===== config.mk =====
export PLATFORM = sky130hd
export DESIGN_NAME = machine_dir_seq
export DESIGN_NICKNAME = d
export VERILOG_FILES = /design/src/rtl/machine_dir_seq.sv
export SDC_FILE = /design/constraint.sdc
export NUM_CORES = 1
export LEC_CHECK = 0
export ABC_AREA = 1
export CAP_MARGIN = 25
export CORE_ASPECT_RATIO = 0.9
export CORE_UTILIZATION = 50
export DETAILED_ROUTE_END_ITERATION = 7
export PLACE_DENSITY = 0.81
export RECOVER_POWER = 50
export SLEW_MARGIN = 0
export SYNTH_ARGS = -nofsm -noshare
export SYNTH_HDL_FRONTEND = slang
export SYNTH_SLANG_ARGS = --single-unit

===== constraint.sdc =====
create_clock -name clk -period 1.56 [get_ports clk]
set_input_delay 0.156 -clock clk [delete_from_list [all_inputs] [get_ports clk]]
set_output_delay 0.156 -clock clk [all_outputs]
set_load 0.01 [all_outputs]

===== src/rtl/machine_dir_seq.sv =====
// Sensor-driven direction sequencer: steps through NDIR directions on debounced
// end-of-travel sensors, with pause, direction reversal and a per-direction timeout fault.
module machine_dir_seq #(
  parameter int unsigned NDIR = 4,
  parameter int unsigned CW = 2,
  parameter int unsigned MW = 4,
  parameter logic [NDIR*CW-1:0] CTRL_TABLE = {2'd2, 2'd1, 2'd1, 2'd0},
  parameter logic [NDIR*MW-1:0] MOVE_TABLE = {4'd4, 4'd0, 4'd3, 4'd1},
  parameter int unsigned DEBOUNCE = 3,
  parameter int unsigned TIMEOUT = 255,
  localparam int unsigned IW = (NDIR > 2) ? $clog2(NDIR) : 1
) (
  input  logic            clk,
  input  logic            rst,
  input  logic            en,
  input  logic            dir_rev,
  input  logic            fault_clr,
  input  logic [NDIR-1:0] sensor,
  output logic [IW-1:0]   dir_idx,
  output logic [CW-1:0]   state_control,
  output logic [MW-1:0]   movement_sel,
  output logic            advance_pulse,
  output logic            fault
);

  localparam int unsigned DW = $clog2(DEBOUNCE + 1);
  localparam int unsigned TW = 16;

  typedef enum logic [1:0] {
    ST_IDLE  = 2'd0,
    ST_RUN   = 2'd1,
    ST_ADV   = 2'd2,
    ST_FAULT = 2'd3
  } state_e;

  state_e        state_q, state_d;
  logic [IW-1:0] dir_q, dir_d;
  logic [DW-1:0] deb_q, deb_d;
  logic [TW-1:0] tmo_q, tmo_d;
  logic [CW-1:0] ctrl_q, ctrl_d;
  logic [MW-1:0] move_q, move_d;
  logic          adv_q, flt_q;

  logic          sens_c, deb_done_c, tmo_done_c;
  logic [IW-1:0] dir_next_c;
  int unsigned   sel_c;

  assign sens_c     = sensor[dir_q];
  assign deb_done_c = sens_c && (deb_q == DW'(DEBOUNCE - 1));
  assign tmo_done_c = (TIMEOUT != 0) && (tmo_q == TW'(TIMEOUT - 1));

  // Neighbouring direction with wrap-around in either order
  always_comb begin
    dir_next_c = dir_q + IW'(1);
    if (dir_rev) begin
      dir_next_c = (dir_q == '0) ? IW'(NDIR - 1) : dir_q - IW'(1);
    end else if (dir_q == IW'(NDIR - 1)) begin
      dir_next_c = '0;
    end
  end

  // Next-state logic; debounce completion takes priority over timeout
  always_comb begin
    state_d = state_q;
    dir_d   = dir_q;
    deb_d   = deb_q;
    tmo_d   = tmo_q;
    case (state_q)
      ST_IDLE: begin
        deb_d = '0;
        tmo_d = '0;
        if (en) state_d = ST_RUN;
      end
      ST_RUN: begin
        if (!en) begin
          state_d = ST_IDLE;
          deb_d   = '0;
          tmo_d   = '0;
        end else begin
          if (deb_done_c) begin
            state_d = ST_ADV;
          end else if (tmo_done_c) begin
            state_d = ST_FAULT;
          end
          deb_d = sens_c ? deb_q + DW'(1) : '0;
          if (tmo_q != '1) tmo_d = tmo_q + TW'(1);
        end
      end
      ST_ADV: begin
        dir_d   = dir_next_c;
        deb_d   = '0;
        tmo_d   = '0;
        state_d = en ? ST_RUN : ST_IDLE;
      end
      ST_FAULT: begin
        if (fault_clr) begin
          state_d = ST_IDLE;
          deb_d   = '0;
          tmo_d   = '0;
        end
      end
      default: state_d = ST_IDLE;
    endcase
  end

  // Output codes decoded from the next state so the registered outputs track the state register
  always_comb begin
    ctrl_d = '0;
    move_d = '0;
    sel_c  = 32'(dir_d);
    if (state_d == ST_RUN) begin
      ctrl_d = CTRL_TABLE[sel_c*CW +: CW];
      move_d = MOVE_TABLE[sel_c*MW +: MW];
    end
  end

  always_ff @(posedge clk) begin
    if (rst) begin
      state_q <= ST_IDLE;
      dir_q   <= '0;
      deb_q   <= '0;
      tmo_q   <= '0;
      ctrl_q  <= '0;
      move_q  <= '0;
      adv_q   <= 1'b0;
      flt_q   <= 1'b0;
    end else begin
      state_q <= state_d;
      dir_q   <= dir_d;
      deb_q   <= deb_d;
      tmo_q   <= tmo_d;
      ctrl_q  <= ctrl_d;
      move_q  <= move_d;
      adv_q   <= (state_d == ST_ADV);
      flt_q   <= (state_d == ST_FAULT);
    end
  end

  assign dir_idx       = dir_q;
  assign state_control = ctrl_q;
  assign movement_sel  = move_q;
  assign advance_pulse = adv_q;
  assign fault         = flt_q;

endmodule


==> flow_metrics.tcl, run 1 <==
set metrics [dict create \
    die_x_um 62.65 \
    clk_latency_ns 0.27 \
    status "finished clean" \
    cts_tree "built" \
    area_growth_pct 26.00 \
    grt_first_pass_wirelength_um 7003 \
    synth_top_area_cell "dfxtp_1" \
    gp_congestion 0.9410 \
    synth_top_area_frac 0.3386 \
    min_from "deb_q[1]$_SDFFE_PP0P_" \
    finalWirelength_um 4192 \
    finalSetupViolCount 0 \
    cts_sinks 28 \
    gr-total-overflow 0 \
    synth_most_common_cell "nand2_1" \
    drive_gt1_frac 0.1759 \
    routed-via-count 1712 \
    post-route-util 0.6697 \
    fillers 283 \
    synthFlopType "dfxtp_1" \
    hpwlAfterDp_um 3170 \
    place_area_um2 1997 \
    arrival_ns 1.70 \
    dp.cells 328 \
    ys_seq_area_frac 0.3386 \
    slowest_delay_ns 0.39 \
    clockBufferDepth 2 \
    synth_edf_count 0 \
    grt_max_degree 17 \
    firstDrtPassIters 4 \
    n_antenna_cell 0 \
    antenna_found_initial 0 \
    powerDensity_nw_per_um2 661.3 \
    final.period_utilization 0.9485 \
    drt_first_iter_violations 185 \
    syn_nets 269 \
    fin_area_um2 2086 \
    track_usage 0.2512 \
    finalCriticalPeriod_ns 1.480 \
    ys_async_sr_fraction 0 \
    r2r_start "tmo_q[3]$_SDFFE_PP0P_" \
    clk_pin_slew_ns 0.10 \
    clock-root-buffer "clkbuf_8" \
    synth.ff_latch_count 28 \
    cp_max_fo 9 \
    start_kind "register" \
    slew_violations 0 \
    cp_common_cell "nor2_1" \
    crit_buf_inv 1 \
    io_buffers 17 \
    stdcell_count 332 \
    fmax_ghz 0.6758 \
    peakVddDrop_mv 0.6353 \
    crit_slowest_cell "dfxtp_1" \
    post_drt_wl_per_cell_um 12.63 \
    worstSetupStartpoint "tmo_q[3]$_SDFFE_PP0P_" \
    path_class "reg -> reg" \
    io_pins 19 \
    p_leak_nw 0.9023 \
    min_path_type "reg -> reg" \
    crit_chain "nand2_1, nor2_4, nand2_2, nor2_4, nand2_4, nand2_4, inv_2, nor2_1, nor2_1, nor2_1" \
    synth_cell_types 26 \
    synth_area_leaders "dfxtp_1, nand2_1, nor2_1" \
    required_ns 1.78 \
    die_h_um 56.59 \
    drv_cap 0 \
    hold_viol 0 \
    yosys_warnings 0 \
    synth_area_um2 1655 \
    drc_errors 0 \
    grt_pass1_vias 1563 \
    synthCells 255 \
    nets 305 \
    htreeDepth 1 \
    netlist_top_cells_count "nand2_1, nor2_1, inv_1, dfxtp_1, nand3_1" \
    endpoint_kind "register" \
    path_delay_family "simple AND/OR/NAND/NOR gates" \
    synth_area_per_cell_um2 6.492 \
    drtAntennaViolNets 0 \
    skew_ns 0.003828 \
    start_util 0.5315 \
    routed_via_density 5.157 \
    num_rows 19 \
    core-area_um2 3114 \
    cts_made_buffers 3 \
    dieArea_um2 3545 \
]
-- worst register-to-register path: cells and delay by family, from the launching register on --
| family | cells | cell delay [ns] |
|---|---|---|
| simple gates | 9 | 0.94 |
| buf+inv | 1 | 0.10 |
| flops | 1 | 0.39 |
-- cell type report --
class | count | area, um2 | share of cell area
multi-input cells | 186 | 930.9 | 0.4463
clock buffers | 3 | 41.29 | 0.01980
clock inverters | 1 | 30.03 | 0.01440
well taps | 42 | 52.55 | 0.02519
flip-flops and latches | 28 | 566.8 | 0.2717
repair buffers | 37 | 332.8 | 0.1596
inverters | 35 | 131.4 | 0.06299
-- metrics by stage --
step / setup slack [ns] / hold WS, ns / TNS, ns / power (mW)
4_1_cts: 0.05211 / 0.4792 / 0 / 1.387
6_report: 0.08030 / 0.4751 / 0 / 1.379
2_1_floorplan: 0.04553 / 0.3106 / 0 / 0.7771
5_1_grt: -0.01578 / 0.5115 / -0.01610 / 1.418
3_5_place_dp: 0.04067 / 0.4655 / 0 / 0.8205
3_3_place_gp: 0.06117 / 0.4586 / 0 / 0.8196
-- cells in the final DEF, fill, tap and decap left out, types with 3 or more instances in the layout --
cell type	netlist	final
ha_1	5	4
buf_4	2	19
nor2_4	3	3
nor3_1	4	4
o21ai_0	4	3
a21oi_1	7	7
dfxtp_2	0	5
nor2_1	43	42
a21oi_2	5	5
inv_1	32	32
dlygate4sd3_1	0	8
nand2_2	4	5
dfxtp_1	28	23
inv_2	3	3
clkdlybuf4s50_1	0	9
nand2_1	69	68
clkbuf_8	0	3
o21bai_1	4	4
nand4_1	12	12
nand3_1	17	17
-- kinds of logic after synthesis --
logic type / Yosys count / share of synthesized area
simple gates: 154 / 0.4119
compound gates: 25 / 0.09826
flops: 28 / 0.3386
fa+ha+maj: 5 / 0.03779
other cells: 1 / 0.002265
buf+inv: 41 / 0.1058
xor+xnor: 1 / 0.005292
-- final timing paths --
kind,to,slack (ns),cells past startpoint
max reg2reg,tmo_q[13]$_SDFFE_PP0P_,0.08,10
min reg2reg,deb_q[1]$_SDFFE_PP0P_,0.48,2
max,tmo_q[13]$_SDFFE_PP0P_,0.08,10
min,deb_q[1]$_SDFFE_PP0P_,0.48,2
-- layer usage --
metal  GRT usage  vias to the layer above  wire length [um]
li1            -                      878                 -
met4     0.07309                        0                78
met1      0.3329                      756              1916
met2      0.4115                       69              1867
met5           0                        -                 0
met3     0.05081                        9               329
-- state kept, by name, indices dropped and copies added (netlist names) --
signal and cells:
state_control 1, advance_pulse 1, state_q 2, tmo_q 16
dir_idx 2, deb_q 2, movement_sel 3, fault 1
-- power breakdown --
group | switching [mW] | total, mW | internal, mW
combinational | 0.0437 | 0.0834 | 0.0397
sequential | 0.00329 | 0.723 | 0.720
clock | 0.229 | 0.573 | 0.344
total | 0.276 | 1.38 | 1.10
-- repair_timing --
item                                    CTS  global route
setup buffers                             0             0
gates resized for setup                   0            10
endpoints found under the setup margin    0            17
hold buffers                              0             0
Power figures use the tool's default switching activity.
==> run 2: changes to the inputs <==
ABC_CLOCK_PERIOD_IN_PS = 1560   (was not set)
CAP_MARGIN = 20   (was 25)
==> results of run 2 <==
No change in the layout: final DEF, timing and power equal those of run 1.
==> run 3: changes to the inputs <==
PLACE_DENSITY = 0.75   (was 0.81)
==> flow_metrics.tcl, run 3 (synthesis gave the netlist of run 1 again) <==
set metrics [dict create \
    status "finished clean" \
    fin_tns_setup_ns 0 \
    drt_first_iter_violations 123 \
    post-route-util 0.6661 \
    path_class "reg -> reg" \
    fmax_ghz 0.6956 \
    die_h_um 56.59 \
    routed_via_density 5.129 \
    skew_ns 0.004508 \
    endpoint_kind "register" \
    p_leak_nw 0.8742 \
    clockBufferDepth 2 \
    finalCriticalPeriod_ns 1.438 \
    area_growth_pct 25.32 \
    start_util 0.5315 \
    drive_gt1_frac 0.1856 \
    cp_max_fo 4 \
    grt_pass1_vias 1558 \
    gr-usage-met1 0.3674 \
    htreeDepth 1 \
    grt_max_degree 16 \
    cts_sinks 28 \
    io_pins 19 \
    cts_setup_buffers 0 \
    cts_tree "built" \
    track_usage 0.2521 \
    clock-root-buffer "clkbuf_8" \
    dieArea_um2 3545 \
    finalSetupViolCount 0 \
    grt_first_pass_wirelength_um 7024 \
    gp_congestion 0.9303 \
    place_area_um2 2004 \
    drc_errors 0 \
    layout_common_cells "nand2_1, nor2_1, inv_1" \
    hold_viol 0 \
    antenna_found_initial 0 \
    arrival_ns 1.65 \
    powerDensity_nw_per_um2 605.3 \
    start_kind "register" \
    post_drt_wl_per_cell_um 12.32 \
    required_ns 1.77 \
    final.period_utilization 0.9215 \
    nets 306 \
    clk_latency_ns 0.27 \
    slew_violations 0 \
    io_buffers 17 \
    fillers 286 \
    die_x_um 62.65 \
    largest_register_ff_count 16 \
    clk_pin_slew_ns 0.10 \
    use_met3 0.04675 \
    finalWirelength_um 4104 \
    drtAntennaViolNets 0 \
    gr-total-overflow 0 \
    num_rows 19 \
    min_path_type "reg -> reg" \
    busiest_layer "met2" \
    grt_setup_unrepaired "true" \
    routed-via-count 1708 \
    fin_area_um2 2074 \
    grt_use_met2 0.3898 \
    cts_made_buffers 3 \
    drv_cap 0 \
    post-place-ws_ns 0.04182 \
    final_common_cell "nand2_1" \
    setup_slack_ns 0.1225 \
    largest_register "tmo_q" \
    n_antenna_cell 0 \
    core-area_um2 3114 \
    firstDrtPassIters 7 \
    hpwlAfterDp_um 3207 \
    peakVddDrop_mv 0.7031 \
]
run 3: cell types whose count changed in the layout (fill, tap and decap cells not counted), moves of 3 or more:
cell,delta
dfxtp_1,-3
dfxtp_2,+3
clkdlybuf4s50_1,+7
dlygate4sd3_1,-7
run 3: layout make-up:
class / count / area [um2] / share of cell area
Inverter: 35 / 131.4 / 0.06333
Tap cell: 42 / 52.55 / 0.02533
Multi-Input combinational cell: 186 / 928.4 / 0.4475
Sequential cell: 28 / 570.5 / 0.2750
Timing Repair Buffer: 38 / 336.6 / 0.1622
Clock buffer: 4 / 55.05 / 0.02654
run 3: repair_timing:
action                     4_1_cts  5_1_grt
resized for setup                0       12
hold buffers                     0        0
setup endpoints to repair        0       18
run 3: where the power goes:
group / total (mW) / switching, mW / leakage [nW] / internal, mW
clock: 0.452 / 0.226 / 0.0288 / 0.226
combinational: 0.0802 / 0.0410 / 0.615 / 0.0393
sequential: 0.723 / 0.00346 / 0.230 / 0.720
total: 1.26 / 0.271 / 0.874 / 0.985
run 3: worst paths after layout:
path / from / end / slack (ns) / cells after the start
setup / recovery: dir_idx[0]$_SDFF_PP0_ / state_control[0]$_SDFF_PP0_ / 0.12 / 8
hold / removal: tmo_q[2]$_SDFFE_PP0P_ / tmo_q[2]$_SDFFE_PP0P_ / 0.48 / 2
setup reg to reg: dir_idx[0]$_SDFF_PP0_ / state_control[0]$_SDFF_PP0_ / 0.12 / 8
hold reg to reg: tmo_q[2]$_SDFFE_PP0P_ / tmo_q[2]$_SDFFE_PP0P_ / 0.48 / 2
run 3: per-stage QoR:
stage          power (mW)  hold WS, ns  std cells
2_1_floorplan      0.7771       0.3106        255
3_3_place_gp       0.8191       0.4582        329
3_5_place_dp       0.8199       0.4777        329
4_1_cts             1.267       0.4951        333
5_1_grt             1.303       0.5122        333
6_report            1.256       0.4766        333
run 3: critical path: stages (launching register included):
cell and delay, ns:
dfxtp_1 0.34, inv_1 0.06, ha_1 0.30, xor2_1 0.15
o21ai_2 0.20, inv_1 0.08, nand2_1 0.09, nand2_1 0.06
nor2_1 0.09
run 3: routing by layer:
layer / wire, um / vias to the layer above
li1: - / 878
met1: 1996 / 774
met2: 1818 / 52
met3: 249 / 4
met4: 39 / 0
met5: 0 / -
==> edit 1 (flow settings as in run 2) <==
`MW`: 4 -> 6.
--- a/src/rtl/machine_dir_seq.sv
+++ b/src/rtl/machine_dir_seq.sv
@@ -5,3 +5,3 @@
   parameter int unsigned CW = 2,
-  parameter int unsigned MW = 4,
+  parameter int unsigned MW = 6,
   parameter logic [NDIR*CW-1:0] CTRL_TABLE = {2'd2, 2'd1, 2'd1, 2'd0},
Ports: changed (resized movement_sel); port bits go from 19 to 21. No check against the original RTL was run, so the function may have changed too.
==> edit 1 against run 2 <==
Routed wire length down 18%. Area after synthesis decreased by 3.6%. Power down 16%. Final cell count decreased by 6.0%. Final area down 6.2%. Sequential cell count did not move. Maximum frequency rose by 0.62%. Clock power decreased by 39%. Worst setup slack better by 9.1 ps. Critical path type unchanged. Largest cell class unchanged.
==> edit 1: results (changes against run 2) <==
outcome:
  status: "complete, no violations"  # unchanged
worst_hold_path:
  hold-path-endpoint: "tmo_q[5]"  # was deb_q[1]
  whs_path_depth: 2  # unchanged
  hp-start: "tmo_q[5]"  # was deb_q[1]
global_routing:
  grtUsageMet1_pct: 30.4  # was 33.3%
  grt_start_max_net_pins: 18  # was 17
  grt_first_pass_wirelength_mm: 5.80  # was 7.00 mm
  use_met3_pct: 4.42  # was 5.08%
  grt_pass1_vias: 1384  # was 1563
  grt_usage_pct: 22.4  # was 25.1%
  use_met2_pct: 35.9  # was 41.1%
cells_and_area:
  fin_nets: 285  # was 305
  largest_reg_flops: 16  # unchanged
  diodes: 0  # unchanged
  drive_gt1_share_pct: 17.8  # was 17.6%
critical_path:
  startpoint: "tmo_q[8]"  # was tmo_q[3]
  worstSetupEndpoint: "tmo_q[11]"  # was tmo_q[13]
  crit_slowest_cell: "dfxtp_2"  # was dfxtp_1
  cp_max_fo: 4  # was 9
placement:
  post-place-ws_ps: -16.4  # was 40.7 ps
  dp.cells: 307  # was 328
  place_congestion: 0.968  # was 0.941
  hpwl_mm: 2.67  # was 3.17 mm
  io_buffers: 18  # was 17
  dpl_cell_area_sq_um: 1890  # was 2000 sq um
synth:
  synthAdderAreaFrac_pct: 3.92  # was 3.78%
  synthXorXnorAreaFrac_pct: 0.549  # was 0.529%
  ys_seq_area_share_pct: 35.1  # was 33.9%
  synth_compound_area_share_pct: 9.56  # was 9.83%
  synth_area_leaders: "dfxtp_1, nand2_1, nor2_1"  # unchanged
  synth_commonest_cells: "nand2_1, nor2_1, inv_1"  # unchanged
  synthCells: 238  # was 255
sta:
  timing.fmax_mhz: 680  # was 676 MHz
  finClkSkew_ps: 11.4  # was 3.83 ps
  hold_slack_ps: 469  # was 475 ps
routing:
  vias_per_cell: 4.95  # was 5.16
  drt_first_iter_violations: 42  # was 185
  wl_per_cell_um: 11.0  # was 12.6 um
  vias: 1545  # was 1712
pwr:
  vdd_ir_drop_max_mv: 0.440  # was 0.635 mV
  cellLeakagePower_uw: 0.000825  # was 0.000902 uW
cts:
  clk_pin_slew_ps: 150  # was 100 ps
  cts-buffers-inserted: 3  # unchanged
  clock-root-buffer: "clkbuf_4"  # was clkbuf_8
  clk_latency_ps: 330  # was 270 ps
[edit 1: changes by cell type after synthesis, sizes merged, moves of 2 or more]
cell | run 2 | this run
inv | 35 | 37
or2 | 0 | 3
nor3 | 4 | 1
o21bai | 4 | 1
o21ai | 7 | 11
nor2 | 46 | 41
nand2 | 75 | 62
[edit 1: metal layers]
metal	part of all wire (%)	routed length (um)
met1	48	1640
met2	47	1620
met4	1.5	50
met3	3.3	114
met5	0	0
[edit 1: layout make-up]
| class | instances | area [sq um] |
|---|---|---|
| well taps | 42 | 52.6 |
| repair buffers | 33 | 295 |
| flip-flops and latches | 28 | 571 |
| fillers | 277 | 1090 |
| inverters | 37 | 139 |
| clock buffers | 4 | 36.3 |
| multi-input cells | 168 | 863 |
[edit 1: timing repair]
item | CTS | global route
buffers inserted | 1 | 0
endpoints found under the setup margin | 1 | 11
gates resized for setup | 2 | 11
[edit 1: power breakdown]
part           switching, uW  internal (uW)  total [uW]
combinational           42.0           41.9        83.9
sequential              3.97            717         721
clock                    209            143         352
total                    255            902        1160
==> edit 2 (flow settings as in run 2) <==
Made on the original files. Re-encode `state_e` (4 states) as Gray code, 2 bits wide.
--- a/src/rtl/machine_dir_seq.sv
+++ b/src/rtl/machine_dir_seq.sv
@@ -29,6 +29,6 @@
   typedef enum logic [1:0] {
-    ST_IDLE  = 2'd0,
-    ST_RUN   = 2'd1,
-    ST_ADV   = 2'd2,
-    ST_FAULT = 2'd3
+    ST_IDLE  = 2'b00,
+    ST_RUN   = 2'b01,
+    ST_ADV   = 2'b11,
+    ST_FAULT = 2'b10
   } state_e;
Check against the original RTL: same outputs for any inputs over 10 cycles, from zero or initial values and one cycle with rst high; not proved beyond that.
==> edit 2 against run 2 <==
The flow now finishes with violations (setup timing). Area after synthesis down 1.7%. Critical path depth unchanged. Combinational power up 13%. Routed wire length up 0.60%. Global-route usage down 3.6 points. Power down 5.7%. Sequential cell count unchanged. Worst setup slack worse by 86 ps. Sequential power about the same. Count of clock-buffer cells in the layout unchanged. Final area about the same. Utilization up 1.1 points. Clock skew up 22 ps. Largest power group unchanged.
==> edit 2: results (changes against run 2) <==
outcome:
  status: "complete, but fails checks"  # was complete, no violations
  failed_checks: "setup timing"
sta:
  setup_viol: 1  # was 0
  setup_ws_ps: -5.34  # was 80.3 ps
  finClkSkew_ps: 25.4  # was 3.83 ps
critical_path:
  cp_max_fo: 6  # was 9
  slowest_delay_ps: 360  # was 390 ps
  crit_slowest_cell: "dfxtp_2"  # was dfxtp_1
cts:
  clock-root-buffer: "clkbuf_4"  # was clkbuf_8
synth:
  synth_area_leaders: "dfxtp_1, nand2_1, inv_1"  # was dfxtp_1, nand2_1, nor2_1
  ys_seq_area_share_pct: 34.4  # was 33.9%
  synth_commonest_cells: "nand2_1, inv_1, nor2_1"  # was nand2_1, nor2_1, inv_1
global_routing:
  grt_usage_pct: 21.5  # was 25.1%
  grt_first_pass_wirelength_mm: 6.00  # was 7.00 mm
pwr:
  cellLeakagePower_uw: 0.000907  # was 0.000902 uW
routing:
  firstDrtPassIters: 6  # was 4
  drt_first_iter_violations: 126  # was 185
  vias_per_cell: 5.08  # was 5.16
cells_and_area:
  fin_nets: 295  # was 305
  fill_cells: 221  # was 283
placement:
  hpwl_mm: 2.64  # was 3.17 mm
  place_congestion: 0.869  # was 0.941
  post-place-ws_ps: -112  # was 40.7 ps
  dp.cells: 313  # was 328
worst_hold_path:
  hold_class: "in -> reg"  # was reg -> reg
==> edit 2: cell types whose count changed in the layout (fill, tap and decap cells not counted), moves of 4 or more <==
cell | before | now
a21oi_1 | 7 | 13
inv_2 | 3 | 7
nand2_1 | 68 | 59
nand4_1 | 12 | 2
nor2_1 | 42 | 28
nor2_2 | 1 | 5
==> edit 2: report_power, final <==
group	switching [uW]	internal [uW]
sequential	2.54	721
combinational	48.7	45.6
clock	222	260
==> edit 2: worst paths after layout <==
| check | slack [ps] | startpoint | endpoint |
|---|---|---|---|
| min reg2reg | 480 | deb_q[1] | deb_q[1] |
| min | 440 | rst | tmo_q[8] |
| max | -5 | tmo_q[0] | tmo_q[11] |
| max reg2reg | -5 | tmo_q[0] | tmo_q[11] |
==> edit 2: layer usage <==
layer	share of wire (%)	routed length (um)	global-route usage [%]
met5	0	0	0
met4	3.0	125	8.64
met3	6.3	267	4.51
met2	47	2000	35.5
met1	43	1830	27.4
==> edit 2: worst max-delay path, delay by kind of cell, from the launching register on <==
| family | cells | cell delay [ps] |
|---|---|---|
| adder cells (fa/ha/maj) | 1 | 180 |
| AO/OA/AOI/OAI | 2 | 190 |
| buffers and inverters | 1 | 150 |
| flip-flops | 1 | 360 |
| AND/OR/NAND/NOR | 6 | 630 |
==> edit 2: per-stage QoR <==
step / power (uW) / area [sq um] / setup TNS [ps]
final: 1300 / 2090 / -5.34
after global routing: 1340 / 2090 / -352
after CTS: 1300 / 2000 / 0
after detailed placement: 823 / 1900 / -875
after global placement: 822 / 1900 / -548
after floorplan: 781 / 1630 / 0
==> edit 2: cell families after synthesis <==
logic type                 Yosys count  synth area share [%]
AOI/OAI and AO/OA                   31                  11.5
xor gates and xnor gates             2                  1.08
adders and majority gates            5                  3.84
buffers and inverters               45                  12.1
DFF                                 28                  34.4
other                                1                 0.230
and+or+nand+nor                    134                  36.7
==> edit 2: repair_timing <==
| action | in CTS | in global routing |
|---|---|---|
| pin swaps | 3 | 7 |
| setup endpoints to repair | 11 | 20 |
| setup buffers | 2 | 2 |
| gates cloned | 0 | 1 |
| resized for setup | 8 | 19 |
==> edit 2: cell type report <==
cell class / count / area share (%)
clock buffer: 3 / 1.08
clock inverter: 1 / 1.44
inverter: 39 / 7.01
sequential: 28 / 27.3
multi-input combinational: 174 / 45.9
timing repair buffer: 35 / 14.8
tap: 42 / 2.52
